===== src/rtl/div_sequencer_pkg.sv =====
// Shared types and constants for the RV32M divide sequencer.
package m_ext_pkg;

  typedef enum logic [1:0] {
    DIV  = 2'b00,
    DIVU = 2'b01,
    REM  = 2'b10,
    REMU = 2'b11
  } div_op_e;

  typedef enum logic [1:0] {
    IDLE,
    CALC,
    FIX,
    DONE
  } div_state_e;

  localparam logic [31:0] DIV_BY_ZERO_Q = '1;
  localparam logic [31:0] INT_MIN       = 32'h8000_0000;

  // DIV and REM interpret their operands as two's complement
  function automatic logic is_signed_op(input div_op_e op);
    return (op == DIV) || (op == REM);
  endfunction

  // REM and REMU return the remainder rather than the quotient
  function automatic logic is_rem_op(input div_op_e op);
    return (op == REM) || (op == REMU);
  endfunction

endpackage


===== src/rtl/div_sequencer_if.sv =====
// EX-stage <-> divide sequencer handshake and result bus.
interface div_sequencer_if
  import m_ext_pkg::*;
#(
  parameter int XLEN = 32
);

  logic            div_valid;
  div_op_e         div_opcode;
  logic [XLEN-1:0] operand1;
  logic [XLEN-1:0] operand2;
  logic            flush;
  logic            div_ready;
  logic            div_stall;
  logic            result_valid;
  logic [XLEN-1:0] result_divide;

  // EX stage side: issues ops and flushes, consumes status and results
  modport master (
    output div_valid, div_opcode, operand1, operand2, flush,
    input  div_ready, div_stall, result_valid, result_divide
  );

  // divider side
  modport slave (
    input  div_valid, div_opcode, operand1, operand2, flush,
    output div_ready, div_stall, result_valid, result_divide
  );

endinterface


===== src/rtl/div_sequencer_step.sv =====
// One radix-2 restoring division iteration (combinational).
module div_step #(
  parameter int XLEN = 32
) (
  input  logic [XLEN-1:0] rem_in,
  input  logic            dvd_bit,
  input  logic [XLEN-1:0] divisor,
  output logic [XLEN-1:0] rem_out,
  output logic            q_bit
);

  logic [XLEN:0]   shifted;
  logic [XLEN-1:0] diff;

  // shift in the next dividend bit and subtract when it fits; when it fits the
  // true difference is below 2^XLEN, so only the low XLEN bits are needed
  always_comb begin
    shifted = {rem_in, dvd_bit};
    diff    = shifted[XLEN-1:0] - divisor;
    q_bit   = (shifted >= {1'b0, divisor});
    rem_out = q_bit ? diff : shifted[XLEN-1:0];
  end

endmodule


===== src/rtl/div_sequencer.sv =====
// Multi-cycle restoring divider for RV32M DIV/DIVU/REM/REMU.
// Divides operand magnitudes one bit per cycle, then fixes signs; divide by
// zero and signed overflow can optionally skip the iteration entirely.
module div_sequencer
  import m_ext_pkg::*;
#(
  parameter int XLEN    = 32,
  parameter bit FAST_EN = 1'b1
) (
  input  logic         clk,
  input  logic         rst,
  div_sequencer_if.slave bus
);

  localparam int              CW       = $clog2(XLEN);
  localparam logic [CW-1:0]   LAST_BIT = CW'(XLEN - 1);
  localparam logic [XLEN-1:0] MIN_NEG  = {1'b1, {(XLEN-1){1'b0}}};

  div_state_e      state;
  div_op_e         op_q;
  logic [XLEN-1:0] dvd_q;
  logic [XLEN-1:0] dvs_q;
  logic [XLEN-1:0] rem_q;
  logic [XLEN-1:0] quo_q;
  logic [XLEN-1:0] result_q;
  logic [CW-1:0]   count_q;
  logic            q_neg_q;
  logic            r_neg_q;
  logic            valid_q;

  logic            accept;
  logic            op_signed;
  logic            op1_neg;
  logic            op2_neg;
  logic            dvs_zero;
  logic            overflow;
  logic            fast;
  logic [XLEN-1:0] op1_mag;
  logic [XLEN-1:0] op2_mag;
  logic [XLEN-1:0] fast_result;
  logic [XLEN-1:0] quo_fixed;
  logic [XLEN-1:0] rem_fixed;
  logic [XLEN-1:0] rem_next;
  logic            q_bit;

  div_step #(.XLEN(XLEN)) u_step (
    .rem_in  (rem_q),
    .dvd_bit (dvd_q[XLEN-1]),
    .divisor (dvs_q),
    .rem_out (rem_next),
    .q_bit   (q_bit)
  );

  // decode the incoming op: magnitudes, special cases and final sign fix-up
  always_comb begin
    accept    = bus.div_valid && (state == IDLE) && !bus.flush;
    op_signed = is_signed_op(bus.div_opcode);
    op1_neg   = op_signed && bus.operand1[XLEN-1];
    op2_neg   = op_signed && bus.operand2[XLEN-1];
    op1_mag   = op1_neg ? -bus.operand1 : bus.operand1;
    op2_mag   = op2_neg ? -bus.operand2 : bus.operand2;
    dvs_zero  = (bus.operand2 == '0);
    overflow  = op_signed && (bus.operand1 == MIN_NEG) && (bus.operand2 == '1);
    fast      = FAST_EN && (dvs_zero || overflow);
    if (dvs_zero) begin
      fast_result = is_rem_op(bus.div_opcode) ? bus.operand1 : '1;
    end else begin
      fast_result = is_rem_op(bus.div_opcode) ? '0 : MIN_NEG;
    end
    quo_fixed = q_neg_q ? -quo_q : quo_q;
    rem_fixed = r_neg_q ? -rem_q : rem_q;
  end

  // sequencer FSM and datapath registers; a zero divisor keeps the all-ones
  // quotient unsigned so the iterative path matches the fast-path result
  always_ff @(posedge clk or posedge rst) begin
    if (rst) begin
      state    <= IDLE;
      op_q     <= DIV;
      dvd_q    <= '0;
      dvs_q    <= '0;
      rem_q    <= '0;
      quo_q    <= '0;
      result_q <= '0;
      count_q  <= '0;
      q_neg_q  <= 1'b0;
      r_neg_q  <= 1'b0;
      valid_q  <= 1'b0;
    end else begin
      valid_q <= 1'b0;
      case (state)
        IDLE: begin
          if (accept) begin
            op_q    <= bus.div_opcode;
            dvd_q   <= op1_mag;
            dvs_q   <= op2_mag;
            rem_q   <= '0;
            quo_q   <= '0;
            count_q <= LAST_BIT;
            q_neg_q <= (op1_neg ^ op2_neg) && !dvs_zero;
            r_neg_q <= op1_neg;
            if (fast) begin
              result_q <= fast_result;
              valid_q  <= 1'b1;
              state    <= DONE;
            end else begin
              state <= CALC;
            end
          end
        end
        CALC: begin
          if (bus.flush) begin
            state <= IDLE;
          end else begin
            rem_q   <= rem_next;
            quo_q   <= {quo_q[XLEN-2:0], q_bit};
            dvd_q   <= {dvd_q[XLEN-2:0], 1'b0};
            count_q <= count_q - 1'b1;
            if (count_q == '0) begin
              state <= FIX;
            end
          end
        end
        FIX: begin
          if (bus.flush) begin
            state <= IDLE;
          end else begin
            result_q <= is_rem_op(op_q) ? rem_fixed : quo_fixed;
            valid_q  <= 1'b1;
            state    <= DONE;
          end
        end
        DONE: begin
          state <= IDLE;
        end
        default: begin
          state <= IDLE;
        end
      endcase
    end
  end

  // status outputs; a flush during DONE hides the pending result pulse
  always_comb begin
    bus.div_ready     = (state == IDLE);
    bus.div_stall     = (state != IDLE) || accept;
    bus.result_valid  = valid_q && !bus.flush;
    bus.result_divide = result_q;
  end

endmodule


===== src/flat_wrapper.sv =====
// flat-port wrapper written by rule: the top's interface ports become plain ports
module div_sequencer_flat import m_ext_pkg::*;
#(
  parameter int XLEN    = 32,
  parameter bit FAST_EN = 1'b1
)
  (clk, rst, bus_div_valid, bus_div_opcode, bus_operand1, bus_operand2, bus_flush, bus_div_ready, bus_div_stall, bus_result_valid, bus_result_divide);
  div_sequencer_if #(.XLEN(XLEN)) bus_i ();
  input  logic clk;
  input  logic rst;
  input wire logic [$bits(bus_i.div_valid)-1:0] bus_div_valid;
  input wire logic [$bits(bus_i.div_opcode)-1:0] bus_div_opcode;
  input wire logic [$bits(bus_i.operand1)-1:0] bus_operand1;
  input wire logic [$bits(bus_i.operand2)-1:0] bus_operand2;
  input wire logic [$bits(bus_i.flush)-1:0] bus_flush;
  output wire logic [$bits(bus_i.div_ready)-1:0] bus_div_ready;
  output wire logic [$bits(bus_i.div_stall)-1:0] bus_div_stall;
  output wire logic [$bits(bus_i.result_valid)-1:0] bus_result_valid;
  output wire logic [$bits(bus_i.result_divide)-1:0] bus_result_divide;
  assign bus_i.div_valid = bus_div_valid;
  assign bus_i.div_opcode = bus_div_opcode;
  assign bus_i.operand1 = bus_operand1;
  assign bus_i.operand2 = bus_operand2;
  assign bus_i.flush = bus_flush;
  assign bus_div_ready = bus_i.div_ready;
  assign bus_div_stall = bus_i.div_stall;
  assign bus_result_valid = bus_i.result_valid;
  assign bus_result_divide = bus_i.result_divide;
  div_sequencer #(.XLEN(XLEN), .FAST_EN(FAST_EN)) u_core (.clk(clk), .rst(rst), .bus(bus_i));
endmodule

===== config.mk =====
export PLATFORM = sky130hd
export DESIGN_NAME = div_sequencer_flat
export DESIGN_NICKNAME = d
export VERILOG_FILES = /design/src/rtl/div_sequencer_pkg.sv /design/src/rtl/div_sequencer_if.sv /design/src/rtl/div_sequencer_step.sv /design/src/rtl/div_sequencer.sv /design/src/flat_wrapper.sv
export SDC_FILE = /design/constraint.sdc
export NUM_CORES = 1
export LEC_CHECK = 0
export CAP_MARGIN = 0
export CORE_ASPECT_RATIO = 0.6
export CORE_MARGIN = 2
export CORE_UTILIZATION = 60
export CTS_CLUSTER_SIZE = 30
export DETAILED_ROUTE_END_ITERATION = 10
export GPL_TIMING_DRIVEN = 0
export PLACE_DENSITY = 0.79
export SETUP_SLACK_MARGIN = 0.02
export SKIP_LAST_GASP = 1
export SYNTH_ARGS = -nofsm -noshare
export SYNTH_HDL_FRONTEND = slang
export SYNTH_HIERARCHICAL = 1
export SYNTH_SLANG_ARGS = --single-unit
export TNS_END_PERCENT = 100

===== constraint.sdc =====
create_clock -name clk -period 6.9 [get_ports clk]
set_input_delay 1.38 -clock clk [delete_from_list [all_inputs] [get_ports clk]]
set_output_delay 1.38 -clock clk [all_outputs]
set_load 0.1 [all_outputs]

==> results.py, run 1 <==
metrics = {
    "synth": {
        "ys.flop_type": "dfrtp_1",
        "synth_compound_area_share_pct": 24.4,
        "netlist_area_sq_um": 12500,
        "synthMuxAreaShare_pct": 5.29,
        "synth.area.top_cells": "dfrtp_1 34%, xor2_1 4.8%, xnor2_1 4.7%",
        "synth.distinct_cells": 83,
        "synthAdderAreaFrac_pct": 4.06,
        "yosys_register_bits": 171,
        "synth-simple-area-share_pct": 17.7,
        "synth_xor_area_share_pct": 9.45,
        "syn_area_per_cell_sq_um": 8.75,
        "synthArstFlopShare_pct": 100,
        "syn_inst": 1430,
        "synth_top_family_by_area": "compound AO/OA/AOI/OAI gates",
        "synth_top_cell_by_area": "dfrtp_1",
        "ys_seq_area_share_pct": 34.2,
        "syn_nets": 1540,
        "synth_edf_count": 0,
        "yosysWarnings": 6,
        "synth_top_area_share_pct": 34.2,
    },
    "floorplan": {
        "num_rows": 40,
        "fp.coreArea_sq_um": 20200,
        "die_area_sq_um": 22100,
        "fp.dieH_um": 116,
        "start_util_pct": 61.9,
        "die_w_um": 190,
        "ioPinCount": 105,
    },
    "setup_path": {
        "startpoint_type": "primary input",
        "cp_max_fo": 10,
        "arrival_ns": 4.19,
        "cp.required_ns": 5.52,
        "worst-setup-path-type": "in2out",
        "critPathCaptureType": "output pin",
    },
    "clock_tree": {
        "cts_max_level": 4,
        "cts_hold_buf": 0,
        "clkTransAtPathRegs_ns": 0.07,
        "clock_path_buffers": 2,
        "clock_latency_ns": 0.45,
        "clock-sinks": 171,
        "cts_resized": 0,
        "tritoncts": "built",
        "numCtsBuffers": 17,
        "cts_setup_buffers": 0,
        "cts-root-buf": "clkbuf_16",
    },
    "power_and_ir_drop": {
        "power_frac_seq_pct": 26.4,
        "swShare_pct": 46.0,
        "p_int_uw": 2980,
        "p_switching_uw": 2540,
        "vdd_ir_drop_max_uv": 278,
        "pwr-share-comb_pct": 57.2,
        "total_power_uw": 5520,
        "p_clk_share_pct": 16.4,
        "power-per-cell-area_nw_per_um2": 382,
        "leakagePower_uw": 0.00621,
    },
    "grt": {
        "grt_antenna_before_repair": 0,
        "grt_pass1_wl_mm": 64.0,
        "grt_pass1_vias": 11200,
        "overflow": 0,
        "grt_max_degree": 100,
        "grt_usage_pct": 38.2,
    },
    "placed_design": {
        "dpl.hpwl_mm": 31.5,
        "routabilityCongestion": 0.975,
        "place_inst": 1805,
        "pre_cts_slack_ns": 1.41,
        "port-buffer-count": 101,
    },
    "timing": {
        "tns_ns": 0,
        "finalCriticalPeriod_ns": 5.57,
        "skew_ns": 0.0136,
        "timing.final.crit_share_pct": 80.8,
        "slew_viol_final": 0,
        "hold_viol": 0,
        "worst_pin_slew_ns": 1.01,
        "fmax_mhz": 179,
        "finalWorstSetupSlack_ns": 1.33,
        "slew_headroom_pct": 32.7,
        "rsz0062_at_grt": "false",
        "setup_viol": 0,
    },
    "cells_and_area": {
        "nNetsFinal": 1661,
        "fillCellCount": 1577,
        "utilization_pct": 71.4,
        "multi_input_area_sq_um": 7610,
        "seq_area_sq_um": 4280,
        "antenna_cells": 0,
        "syn2layout_area_growth_pct": 15.4,
        "drive_gt1_share_pct": 7.48,
        "fin_cells": 1837,
    },
    "detailed_routing": {
        "detail-route-antenna-nets": 0,
        "drc": 0,
        "drtIter0Drc": 1837,
        "wl_per_cell_um": 22.4,
        "routed_via_density": 6.69,
        "dr_total_vias": 12300,
        "wl_mm": 41.2,
        "firstDrtPassIters": 5,
    },
    "hold_path": {
        "holdCritPathClass": "reg2reg",
    },
    "flow_run": {
        "drv_cap": 0,
    },
    "outcome": {
        "outcome": "finished, final reports clean",
    },
}
==> cells by family after synthesis <==
| logic type | Yosys count |
|---|---|
| AO/OA/AOI/OAI | 437 |
| AND/OR/NAND/NOR | 436 |
| flip-flops | 171 |
| buffers and inverters | 153 |
| XOR/XNOR | 135 |
| multiplexers | 58 |
| adder cells (fa/ha/maj) | 40 |
==> stage by stage <==
stage                     area (sq um)  hold WS [ns]
after floorplan                  12500         0.443
after global placement           13900         0.461
after detailed placement         13900         0.471
after CTS                        14400         0.486
after global routing             14400         0.505
final                            14400         0.480
==> power groups by stage <==
stage                     Sequential [uW]  Combinational [uW]  Clock [uW]
after CTS                            1440                3050         910
after detailed placement             1460                3030           0
after global routing                 1470                3390         955
after floorplan                      1430                2300           0
after global placement               1450                2960           0
final                                1460                3160         903
==> cell type report <==
class,count,area share (%)
buffer,90,2.63
clock buffer,20,3.09
clock inverter,12,0.641
inverter,63,1.69
multi-input combinational,1106,52.7
sequential,171,29.6
tap,273,2.37
timing repair buffer,102,7.19
==> cell usage after synthesis (29+ instances only) <==
library cell / instances
o21ai_0: 108
clkbuf_1: 69
a21oi_1: 79
nor3_1: 31
nand2_1: 128
ha_1: 39
xor2_1: 68
inv_1: 62
xnor2_1: 67
a22o_1: 66
nor2_1: 113
dfrtp_1: 171
mux2_2: 29
==> final timing paths <==
kind | slack, ns | from | depth (start not counted) | end
worst max register to register | 2.92 | u_core/rem_q[9]$_DFFE_PP0P_ | 13 | u_core/rem_q[12]$_DFFE_PP0P_
max in group asynchronous | 4.59 | rst | 3 | u_core/dvd_q[22]$_DFFE_PP0P_
worst max-delay path | 1.33 | bus_div_valid | 6 | bus_div_stall
worst min-delay path | 0.48 | u_core/dvd_q[13]$_DFFE_PP0P_ | 2 | u_core/dvd_q[13]$_DFFE_PP0P_
worst min register to register | 0.48 | u_core/dvd_q[13]$_DFFE_PP0P_ | 2 | u_core/dvd_q[13]$_DFFE_PP0P_
min in group asynchronous | 1.48 | rst | 2 | u_core/rem_q[24]$_DFFE_PP0P_
==> per-layer routing <==
| metal | global-route usage, % | vias to the layer above | part of all wire, % | wire length [um] |
|---|---|---|---|---|
| li1 | - | 5496 | - | - |
| met4 | 7.55 | 0 | 1.6 | 642 |
| met2 | 50.4 | 836 | 39 | 15900 |
| met3 | 15.1 | 54 | 15 | 6250 |
| met5 | 0 | - | 0 | 0 |
| met1 | 58.1 | 5908 | 45 | 18500 |
==> flip-flops by register name, summed over array words and instances (netlist names), 2 cells and up <==
signal and cells:
u_core/bus.result_divide 32, u_core/count_q 5, u_core/dvd_q 32, u_core/dvs_q 32, u_core/quo_q 32, u_core/rem_q 32
u_core/state 2
==> cell usage in the layout, fill, tap and decap left out, drive strengths merged, types with 5 or more instances in the layout <==
| cell type | instances |
|---|---|
| dfrtp | 171 |
| nand2 | 128 |
| o21ai | 114 |
| nor2 | 113 |
| clkdlybuf4s50 | 101 |
| clkbuf | 89 |
| a21oi | 80 |
| xor2 | 68 |
| xnor2 | 67 |
| a22o | 66 |
| inv | 66 |
| ha | 39 |
| mux2 | 38 |
| nor3 | 32 |
| o31ai | 28 |
| nor4 | 27 |
| o41ai | 26 |
| nand4 | 25 |
| buf | 22 |
| mux2i | 20 |
| nand3 | 18 |
| or3 | 18 |
| a31oi | 17 |
| nand2b | 16 |
| o22ai | 14 |
| or4 | 14 |
| a211oi | 13 |
| nor2b | 12 |
| a21o | 10 |
| a221oi | 7 |
| o211ai | 7 |
| a32o | 7 |
| or2 | 6 |
| nor4b | 6 |
| clkinv | 6 |
| a221o | 5 |
| o21a | 5 |
==> worst max-delay path: stages <==
cell	delay, ns
clkdlybuf4s50_1	0.54
nand3b_1	0.34
clkbuf_1	0.35
buf_1	0.31
nand2_1	0.13
clkdlybuf4s50_1	1.14
No activity file was read; power rests on OpenSTA's default activity.
==> run 2, diff against run 1 <==
Settings changed: CORE_UTILIZATION 60 to 54, PLACE_DENSITY 0.79 to 0.75.
Clock period 6.9 ns to 4.99 ns, I/O delays scaled along.
==> results.py, run 2 (synthesized netlist as in run 1, its figures left out) <==
metrics = {
    "outcome": {
        "outcome": "finished, final reports clean",
    },
    "cells_and_area": {
        "fillCellCount": 1933,
        "antenna_cells": 0,
        "final_common_cell": "dfrtp_1",
        "stdcell_area_sq_um": 14600,
        "fin_cells": 1882,
        "seq_area_sq_um": 4280,
        "final_cell_mix": "171 x dfrtp_1, 128 x nand2_1, 113 x nor2_1",
        "nNetsFinal": 1664,
        "syn2layout_area_growth_pct": 16.6,
        "drive_gt1_share_pct": 7.72,
        "multi_input_area_sq_um": 7610,
    },
    "detailed_routing": {
        "wl_per_cell_um": 21.8,
        "routed_via_density": 6.43,
        "wl_mm": 41.1,
        "detail-route-antenna-nets": 0,
        "drtIter0Drc": 1651,
        "drc": 0,
        "firstDrtPassIters": 8,
        "dr_total_vias": 12100,
    },
    "power_and_ir_drop": {
        "vdd_ir_drop_max_uv": 334,
        "p_clk_share_pct": 17.6,
        "p_int_uw": 4220,
        "power-per-cell-area_nw_per_um2": 529,
        "p_switching_uw": 3500,
        "leakagePower_uw": 0.00626,
        "pwr-share-comb_pct": 56.4,
        "power_frac_seq_pct": 26.0,
        "swShare_pct": 45.3,
    },
    "grt": {
        "grt_pass1_wl_mm": 62.9,
        "grt_max_degree": 41,
        "grt_usage_pct": 33.7,
        "grt_antenna_before_repair": 0,
        "overflow": 0,
        "grt_pass1_vias": 11000,
    },
    "clock_tree": {
        "cts_hold_buf": 0,
        "clkTransAtPathRegs_ns": 0.06,
        "cts_resized": 0,
        "clock_path_buffers": 2,
        "cts_setup_buffers": 0,
        "cts-root-buf": "clkbuf_16",
        "clock_latency_ns": 0.45,
        "numCtsBuffers": 17,
        "tritoncts": "built",
        "clock-sinks": 171,
        "cts_max_level": 4,
    },
    "setup_path": {
        "critPathLaunch": "bus_flush",
        "startpoint_type": "primary input",
        "cpPeakStageDelay_ns": 0.98,
        "r2r_start": "u_core/rem_q[9]$_DFFE_PP0P_",
        "path_buf_inv": 4,
        "worst-setup-path-type": "in2out",
        "cp.required_ns": 3.99,
        "crit_top_cell": "clkdlybuf4s50_1",
        "crit_path_cell_trace": "clkdlybuf4s50_1 -> nand3b_1 -> clkbuf_1 -> buf_1 -> nand2_1 -> clkdlybuf4s50_1",
        "rrSetupSlack_ns": 1.02,
        "arrival_ns": 3.76,
        "crit_family": "buffers and inverters",
        "critPathCaptureType": "output pin",
        "cp_max_fo": 10,
        "worstRegToRegCells": 13,
        "slowest_stage": "clkdlybuf4s50_1",
        "cp.depth": 6,
    },
    "hold_path": {
        "hold_depth": 2,
        "worstHoldStart": "u_core/dvs_q[8]$_DFFE_PP0P_",
        "holdCritPathClass": "reg2reg",
    },
    "placed_design": {
        "pre_cts_slack_ns": 0.260,
        "port-buffer-count": 101,
        "dpl.hpwl_mm": 31.9,
        "place_area_sq_um": 14000,
        "place_inst": 1850,
        "routabilityCongestion": 0.980,
    },
    "floorplan": {
        "start_util_pct": 54.6,
        "die_area_sq_um": 24400,
        "num_rows": 43,
        "ioPinCount": 105,
        "fp.dieH_um": 122,
        "fp.coreArea_sq_um": 22900,
        "die_w_um": 200,
    },
    "timing": {
        "fmax_mhz": 210,
        "worst_pin_slew_ns": 0.986,
        "rsz0062_at_grt": "false",
        "slew_viol_final": 0,
        "timing.final.crit_share_pct": 95.4,
        "setup_viol": 0,
        "finalWorstSetupSlack_ns": 0.230,
        "hold_viol": 0,
        "slew_headroom_pct": 34.1,
        "skew_ns": 0.0119,
        "tns_ns": 0,
        "finalCriticalPeriod_ns": 4.76,
    },
    "flow_run": {
        "drv_cap": 0,
    },
}
==> run 2: changes by cell type in the layout (fill, tap and decap cells not counted) <==
cell        delta
clkinvlp_4     -1
clkinv_2       -1
clkbuf_1       -1
inv_6          -1
bufinv_16      +2
clkbuf_8       -1
buf_12         +4
buf_16         -1
clkinv_4       +2
inv_8          +1
==> run 2: power by group through the flow <==
| stage | sequential [uW] | clock [uW] | combinational [uW] |
|---|---|---|---|
| after floorplan | 1970 | 0 | 3180 |
| after global placement | 2010 | 0 | 4100 |
| after detailed placement | 2010 | 0 | 4200 |
| after CTS | 1990 | 1380 | 4220 |
| after global routing | 2040 | 1440 | 4680 |
| final | 2010 | 1360 | 4350 |
==> run 2: routing by layer <==
layer | wire [um] | track usage [%] | up-vias | part of all wire [%]
li1 | - | - | 5510 | -
met1 | 18900 | 50.8 | 5802 | 46
met2 | 15600 | 43.4 | 716 | 38
met3 | 5860 | 13.7 | 71 | 14
met4 | 626 | 9.26 | 0 | 1.5
met5 | 0 | 0 | - | 0
==> run 2: final cells by class <==
class / count / area share, %
timing repair buffer: 105 / 7.48
clock buffer: 18 / 2.94
clock inverter: 14 / 1.12
multi-input combinational: 1106 / 52.2
tap: 315 / 2.70
sequential: 171 / 29.3
buffer: 90 / 2.60
inverter: 63 / 1.65
==> run 2: final timing paths <==
path	end
max in group asynchronous	u_core/count_q[4]$_DFFE_PP0P_
setup reg to reg	u_core/rem_q[12]$_DFFE_PP0P_
min in group asynchronous	u_core/rem_q[18]$_DFFE_PP0P_
setup / recovery	bus_div_stall
hold / removal	u_core/dvs_q[8]$_DFFE_PP0P_
hold reg to reg	u_core/dvs_q[8]$_DFFE_PP0P_
==> run 2: per-stage QoR <==
| stage | hold slack (ns) | power (uW) | utilization, % |
|---|---|---|---|
| after global routing | 0.510 | 8150 | 63.7 |
| final | 0.481 | 7720 | 63.7 |
| after detailed placement | 0.471 | 6210 | 61.1 |
| after global placement | 0.465 | 6100 | 60.7 |
| after floorplan | 0.443 | 5160 | - |
| after CTS | 0.485 | 7590 | 63.7 |
==> run 2: worst reg2reg max path: stages, from the launching register on <==
cell and delay [ns]:
dfrtp_1 0.47, ha_1 0.32, clkbuf_1 0.27, nand4_1 0.27, nor3_1 0.53, o211ai_1 0.23, nor4b_4 0.21, o21ai_2 0.20
a31oi_4 0.13, o21a_4 0.29, inv_2 0.08, buf_2 0.27, mux2_2 0.37, a22o_1 0.22
